## config.mk

```make
export PLATFORM = sky130hd
export DESIGN_NAME = tft_arbiter
export DESIGN_NICKNAME = d
export VERILOG_FILES = /design/src/rtl/maze_tft_pkg.sv /design/src/rtl/tft_arbiter_rr_pick.sv /design/src/rtl/tft_arbiter.sv
export SDC_FILE = /design/constraint.sdc
export NUM_CORES = 1
export LEC_CHECK = 0
export ABC_AREA = 0
export ABC_CLOCK_PERIOD_IN_PS = 3140
export BUFFER_PORTS_ARGS = -buffer_cell sky130_fd_sc_hd__buf_4
export CAP_MARGIN = 40
export CORE_MARGIN = 8
export CORE_UTILIZATION = 47
export CTS_BUF_LIST = sky130_fd_sc_hd__clkbuf_8 sky130_fd_sc_hd__clkbuf_16
export DETAILED_ROUTE_END_ITERATION = 8
export GPL_ROUTABILITY_DRIVEN = 0
export MAX_ROUTING_LAYER = met4
export PLACE_DENSITY = 0.86
export SYNTH_ARGS = -nofsm -noshare
export SYNTH_HDL_FRONTEND = slang
export SYNTH_SLANG_ARGS = --single-unit
```

## constraint.sdc

```tcl
create_clock -name clk -period 3.14 [get_ports clk]
set_input_delay 0.314 -clock clk [delete_from_list [all_inputs] [get_ports clk]]
set_output_delay 0.314 -clock clk [all_outputs]
set_load 0.01 [all_outputs]
```

## src/rtl/maze_tft_pkg.sv

```systemverilog
// Shared constants for the maze TFT path: panel command bytes and the
// arbiter FSM state encoding.
package maze_tft_pkg;

    // Panel command bytes (column/page address set, memory write)
    localparam logic [7:0] CASET = 8'h2A;
    localparam logic [7:0] PASET = 8'h2B;
    localparam logic [7:0] RAMWR = 8'h2C;

    // Arbiter state encoding
    typedef logic [1:0] arb_state_t;
    localparam logic [1:0] ST_IDLE  = 2'd0;
    localparam logic [1:0] ST_GRANT = 2'd1;
    localparam logic [1:0] ST_DRAIN = 2'd2;

endpackage

```

## src/rtl/tft_arbiter_rr_pick.sv

```systemverilog
// rr_pick: round-robin winner selection. The search starts at the requester
// after last and wraps, so the previous owner is considered last.
module rr_pick #(
    parameter int N  = 3,
    parameter int IW = 2
) (
    input  logic [N-1:0]  req,
    input  logic [IW-1:0] last,
    output logic [N-1:0]  win
);

    // Scan upward from last+1 with wrap; first raised request wins
    always_comb begin
        int  idx;
        logic found;
        win   = '0;
        found = 1'b0;
        idx   = 0;
        for (int k = 1; k <= N; k++) begin
            idx = int'(last) + k;
            if (idx >= N) idx = idx - N;
            if (!found && req[idx]) begin
                win[idx] = 1'b1;
                found    = 1'b1;
            end
        end
    end

endmodule

```

## src/rtl/tft_arbiter.sv

```systemverilog
// tft_arbiter: shares one TFT byte serialiser between NUM_REQ requesters.
// IDLE -> GRANT on any request (round-robin), GRANT -> DRAIN when the owner
// drops req, DRAIN -> IDLE once the serialiser is no longer busy.
// Optional idle-grant watchdog: define TFT_ARB_TIMEOUT_EN.
//
//   state | meaning
//   IDLE  | no owner; arbitrate among eligible requests
//   GRANT | owner's strobe/dc/data passed straight to the serialiser
//   DRAIN | owner released; wait for serialiser to go idle
module tft_arbiter
    import maze_tft_pkg::*;
#(
    parameter int NUM_REQ        = 3,
    parameter int TIMEOUT_CYCLES = 1024
) (
    input  logic                   clk,
    input  logic                   rst_n,
    input  logic [NUM_REQ-1:0]     req,
    input  logic [NUM_REQ-1:0]     req_transmit,
    input  logic [NUM_REQ-1:0]     req_dc,
    input  logic [8*NUM_REQ-1:0]   req_data,
    output logic [NUM_REQ-1:0]     grant,
    output logic [NUM_REQ-1:0]     req_busy,
    input  logic                   tft_busy,
    output logic                   tft_transmit,
    output logic                   tft_dc,
    output logic [7:0]             tft_data,
    output logic                   timeout
);

    localparam int IW = (NUM_REQ > 1) ? $clog2(NUM_REQ) : 1;

    arb_state_t           state;
    logic [IW-1:0]        gidx;
    logic [IW-1:0]        last_grant;
    logic [NUM_REQ-1:0]   eligible;
    logic [NUM_REQ-1:0]   pick;
    logic [IW-1:0]        pick_idx;
    logic                 wd_fire;

    rr_pick #(.N(NUM_REQ), .IW(IW)) u_rr_pick (
        .req  (eligible),
        .last (last_grant),
        .win  (pick)
    );

`ifdef TFT_ARB_TIMEOUT_EN
    localparam int CW = $clog2(TIMEOUT_CYCLES + 1);

    logic [CW-1:0]      wd_cnt;
    logic [NUM_REQ-1:0] mask;
    logic               wd_silent;

    // Owner holds the link but is neither sending nor waiting on the serialiser
    assign wd_silent = (state == ST_GRANT) && !tft_busy && !req_transmit[gidx];
    // A normal release (req low) takes priority over a watchdog revoke
    assign wd_fire   = wd_silent && req[gidx] && (wd_cnt == CW'(TIMEOUT_CYCLES - 1));
    assign eligible  = req & ~mask;

    // Watchdog counter, timeout pulse, and per-requester lockout until req drops
    always_ff @(posedge clk or negedge rst_n) begin
        if (!rst_n) begin
            wd_cnt  <= '0;
            timeout <= 1'b0;
            mask    <= '0;
        end else begin
            timeout <= wd_fire;
            mask    <= (mask & req) | (wd_fire ? grant : '0);
            if (wd_silent && !wd_fire) wd_cnt <= wd_cnt + CW'(1);
            else                       wd_cnt <= '0;
        end
    end
`else
    assign wd_fire  = 1'b0;
    assign eligible = req;
    assign timeout  = 1'b0;
`endif

    // One-hot winner to index
    always_comb begin
        pick_idx = '0;
        for (int i = 0; i < NUM_REQ; i++) begin
            if (pick[i]) pick_idx = IW'(i);
        end
    end

    // Arbitration FSM with registered grant
    always_ff @(posedge clk or negedge rst_n) begin
        if (!rst_n) begin
            state      <= ST_IDLE;
            grant      <= '0;
            gidx       <= '0;
            last_grant <= IW'(NUM_REQ - 1);
        end else begin
            case (state)
                ST_IDLE: begin
                    if (|eligible) begin
                        grant <= pick;
                        gidx  <= pick_idx;
                        state <= ST_GRANT;
                    end
                end
                ST_GRANT: begin
                    if (!req[gidx] || wd_fire) begin
                        grant <= '0;
                        state <= ST_DRAIN;
                    end
                end
                ST_DRAIN: begin
                    if (!tft_busy) begin
                        last_grant <= gidx;
                        state      <= ST_IDLE;
                    end
                end
                default: begin
                    grant <= '0;
                    state <= ST_IDLE;
                end
            endcase
        end
    end

    // Serialiser mux: only the owner's signals pass, and only while in GRANT
    always_comb begin
        tft_transmit = 1'b0;
        tft_dc       = 1'b0;
        tft_data     = 8'h00;
        if (state == ST_GRANT) begin
            for (int i = 0; i < NUM_REQ; i++) begin
                if (grant[i]) begin
                    tft_transmit = req_transmit[i];
                    tft_dc       = req_dc[i];
                    tft_data     = req_data[8*i +: 8];
                end
            end
        end
    end

    // Non-owners always see the link as busy
    always_comb begin
        for (int i = 0; i < NUM_REQ; i++) begin
            req_busy[i] = grant[i] ? tft_busy : 1'b1;
        end
    end

endmodule

```

### Yosys cells after proc, flatten, opt, wreduce, memory -nomap -nowiden

Cells that the tools add are included.

* flip-flop bits (word level): 9
* word-level logic and storage cells: 91
* input port bits: 36

* equal/unequal tests: 5
* reduce and logical (&&, ||, !) cells: 13
* mux-type cells: 49
* $lt $le $gt $ge: 10
* bitwise gates (word level): 4
* add/sub/neg operators: 6

Operators by type and width (number)
* 32-bit by 1-bit greater-or-equal comparator with 1-bit output, second input constant: 3
* 32-bit by 3-bit greater-or-equal comparator with 1-bit output, second input constant: 3
* 32-bit by 4-bit < comparator with 1-bit output, second input constant: 3
* 32-bit two-way mux: 3
* 32-bit by 3-bit subtractor with 32-bit output, second input constant: 3
* 8-bit two-way mux: 4
* 1-bit two-way mux: 24
* 3-bit two-way mux: 5
* 3-bit one-hot mux with 3 select lines: 1
* 1-bit binary-select mux with 2-bit select: 4
* 2-bit two-way mux: 4
* 2-bit by 2-bit adder with 3-bit output, second input constant: 2
* 1-bit demux with 2-bit select: 3
* 2-bit != test, second input constant: 3
* 3-bit bitwise OR: 2
* 2-bit one-hot mux with 3 select lines: 1
* 3-bit AND reduction: 2
* 1-bit logical AND: 5
* 2-bit AND reduction: 2
* 2-bit by 1-bit adder with 3-bit output, second input constant: 1
* 2-bit by 3-bit < comparator with 1-bit output, second input constant: 1
* 3-bit OR reduction: 1
* 2-bit by 1-bit == test with 1-bit output, second input constant: 1
* 2-bit == test, second input constant: 1
* 3 further kinds: 5

### Longest topological paths before layout

* depth after elaboration: 15
* depth in mapped cells: 7
* depth with buffers taken out: 7

### Modules after synthesis

Synthesis repeated with hierarchy kept, for this count alone.

* cell total of the unflattened synthesis: 120
* area, all modules: 965.9 um^2

By module, submodules not included
* tft_arbiter: area each 663.1 um^2, times used 1, cells each 82
* rr_pick: area each 302.8 um^2, times used 1, cells each 38

### Worst setup path before layout

No wires, ideal clock.

* path kind: register -> register
* start: register last_grant[1]
* end: register gidx[1]
* setup slack: 1.056 ns
* required time: 3.015 ns
* arrival: 1.959 ns
* clock period less this slack: 2.084 ns
* cell stages (with the launch flop): 8
* library setup time: 0.125 ns
* cell sequence: dfstp_2 inv_1 ha_1 buf_2 a32oi_1 a2111oi_1 or3_4 mux2_4

* longest elaborated chain between the ends: 14

RTL lines
* start, declared: RTL line tft_arbiter.sv:35 `logic [IW-1:0] last_grant;`
* start signal, assigned: RTL line tft_arbiter.sv:93 `last_grant <= IW'(NUM_REQ - 1);`
* start signal, assigned: RTL line tft_arbiter.sv:111 `last_grant <= gidx;`
* parallel branches: the longest is 12 deep, another holds 32-bit by 3-bit subtractor with 32-bit output
* 3-bit two-way mux (*): RTL line tft_arbiter_rr_pick.sv:22 `if (!found && req[idx]) begin`
* 2-bit two-way mux (*): RTL line tft_arbiter.sv:83 `if (pick[i]) pick_idx = IW'(i);`
* end signal, assigned: RTL line tft_arbiter.sv:99 `gidx <= pick_idx;`
* end, declared: RTL line tft_arbiter.sv:34 `logic [IW-1:0] gidx;`

Mark *: on every way between the ends. The select of a mux whose other input is x is not followed.
A chain may end at the register's enable or synchronous reset.

### Final worst setup path

Same ends and word-level chain as after synthesis.

==> metrics.md <==
| Metric | Value |
|---|---|
| Drt first pass iters | `4` |
| Inst Count DP | `192` |
| Max IR drop VDD | `0.000567 V` |
| Area of the die | `3620 µm²` |
| CP arrival | `2500 ps` |
| Worst skew pair latency | `230 ps` |
| Grt ovf | `0` |
| Largest net degree at the start of global routing | `24` |
| First-pass GRT wire length | `4.86 mm` |
| Synth area leaders | `dfrtp_1 (22%), nor2_1 (9.0%), ha_1 (8.2%)` |
| Finished layout cell area | `1350 µm²` |
| Post-CTS Setup Inserts | `0` |
| CP max FO | `11` |
| IO Pins | `53` |
| Flops & latches, synth | `9` |
| Ys async rst share | `1.00` |
| Number of routed nets with antenna violations | `0` |
| Synth Warn # | `0` |
| Hold crit path type | `in2reg` |
| Pwr Total | `0.00109 W` |
| Post-DP HPWL | `2.55 mm` |
| Worst slack at placement | `805 ps` |
| Synth top cells by count | `nor2_1 (22), a21oi_1 (14), a22oi_1 (9), inv_1 (9), dfrtp_1 (8)` |
| Worst path required time | `3250 ps` |
| Synth area leader | `dfrtp_1` |
| Setup WS post-layout | `756 ps` |
| Die Width | `60.2 µm` |
| DP Area | `1300 µm²` |
| N_diodes | `0` |
| Hold path depth | `4` |
| CP endpoint kind | `flip-flop` |
| Vias in the first global route | `1037` |
| Mapped Cells | `122` |
| Area growth syn-to-layout | `47.5%` |
| Worst-margin pin slew | `663 ps` |
| Netlist cell types | `40` |
| FF-to-FF path depth | `7` |
| Total negative slack | `0 ps` |
| Total Routing Usage GR | `0.178` |
| Part of the cycle the worst path needs | `0.759` |
| DR WL/cell | `15.7 µm` |
| Synth top area share | `0.218` |
| Hold buffer count at cts | `1` |
| Die Y | `60.2 µm` |
| Starting Density | `0.482` |
| Status | `finished, final reports clean` |
| Slew Limit Fails | `0` |
| Maximum Capacitance Violations | `0` |
| Avg Cell Area, Syn | `7.52 µm²` |
| Main synth FF type | `dfrtp_1` |
| Number of vias per cell | `5.62` |
| Final setup viols | `0` |
| Highest clock rate | `0.419 GHz` |
| Most common cell in the netlist | `nor2_1` |
| Register area share after synthesis | `0.247` |
| Post-cts sizing count | `0` |
| Initial antenna violation count | `0` |
| Fraction of layout cells with a size suffix above 1 | `0.353` |
| Final WL | `3.10 mm` |
| Synthesized Nets | `164` |
| DR vias | `1108` |
| Non-filler cells, final | `197` |
| Drt drc | `0` |
| Core area | `1900 µm²` |
| Clock sink count | `9` |
| Post-synth EDFFs | `0` |
| Worst slew margin | `0.558` |
| Synth Cell Area | `917 µm²` |
| TritonCTS clock tree | `yes` |
| Nets | `213` |
| Num CTS Buffers | `3` |
| Clock Skews | `1.61 ps` |
| Crit start category | `flip-flop` |
| # rows | `16` |
| Number of H-tree levels | `1` |
| Port bufs | `51` |
| Unrepaired setup endpoints after global routing | `false` |
| Power per standard cell area | `803 nW/µm²` |
| Final hold violation count | `0` |
| Leakage power | `0.657 nW` |
| CP Class | `reg2reg` |
| Root buf cell | `clkbuf_8` |
| Worst-path clk slew | `40 ps` |
| DRT iter0 DRCs | `45` |
| Min Tclk post-route | `2380 ps` |
| Clk buf depth | `2` |
-- sequential cells by signal, indices dropped and copies added (netlist names) --
signal,cells
gidx,2
grant,3
last_grant,2
state,2
-- layout by cell type, fill, tap and decap left out, drive strengths merged, types with 2 or more instances in the layout --
master and count:
nand3b 2, nor2 22, nand2b 5, inv 10, o21ai 4, o22a 2, nor3 2, nand2 6
buf 51, or3 2, dfrtp 8, ha 6, a22oi 9, nor2b 2, mux2i 3, a21oi 14
clkbuf 3
-- kinds of logic after synthesis --
family | synth area share
fa+ha+maj | 0.0819
compound gates | 0.303
simple gates | 0.239
mux | 0.0491
buf+inv | 0.0764
flops | 0.247
other cells | 0.00409
-- final cells by class --
cell class	count	area [µm²]
timing repair buffer	52	393
multi-input combinational	96	621
tap	27	33.8
inverter	9	33.8
sequential	9	226
clock buffer	3	41.3
fill	158	549
clock inverter	1	3.75
-- stage by stage --
stage               hold slack, ps  utilization
finish                         406        0.711
global route                   436        0.711
CTS                            403        0.711
detailed placement             143        0.682
global placement               140        0.682
floorplan                     18.4            -
-- path summary, 6_finish.rpt --
kind                                    start            end  slack, ps
worst max-delay path            last_grant[1]        gidx[1]        760
worst min-delay path                 tft_busy  last_grant[1]        410
worst max register to register  last_grant[1]        gidx[1]        760
worst min register to register        gidx[1]  last_grant[1]        590
max in group asynchronous               rst_n  last_grant[1]       2480
min in group asynchronous               rst_n       grant[1]        440
-- critical path: stages (launching register included) --
cell and delay [ps]:
dfstp_2 540, inv_1 90, ha_1 510, nor2b_1 90, a32oi_1 250, a2111oi_1 110, or3_4 410, mux2_4 260
-- layer usage --
metal  vias up  routed length (µm)  global-route usage
li1        532                   -                   -
met2        71                1520               0.317
met3         2                 445              0.0731
met5         -                   0                   -
met1       503                1120               0.176
met4         0                  12              0.0408
-- power by group --
part	switching (W)	total, W	leakage (nW)	internal (W)
sequential	0.000110	0.000279	0.115	0.000169
combinational	0.000356	0.000678	0.515	0.000322
clock	0.0000437	0.000129	0.0269	0.0000849
total	0.000509	0.00109	0.657	0.000576
No activity file was read; power rests on OpenSTA's default activity.
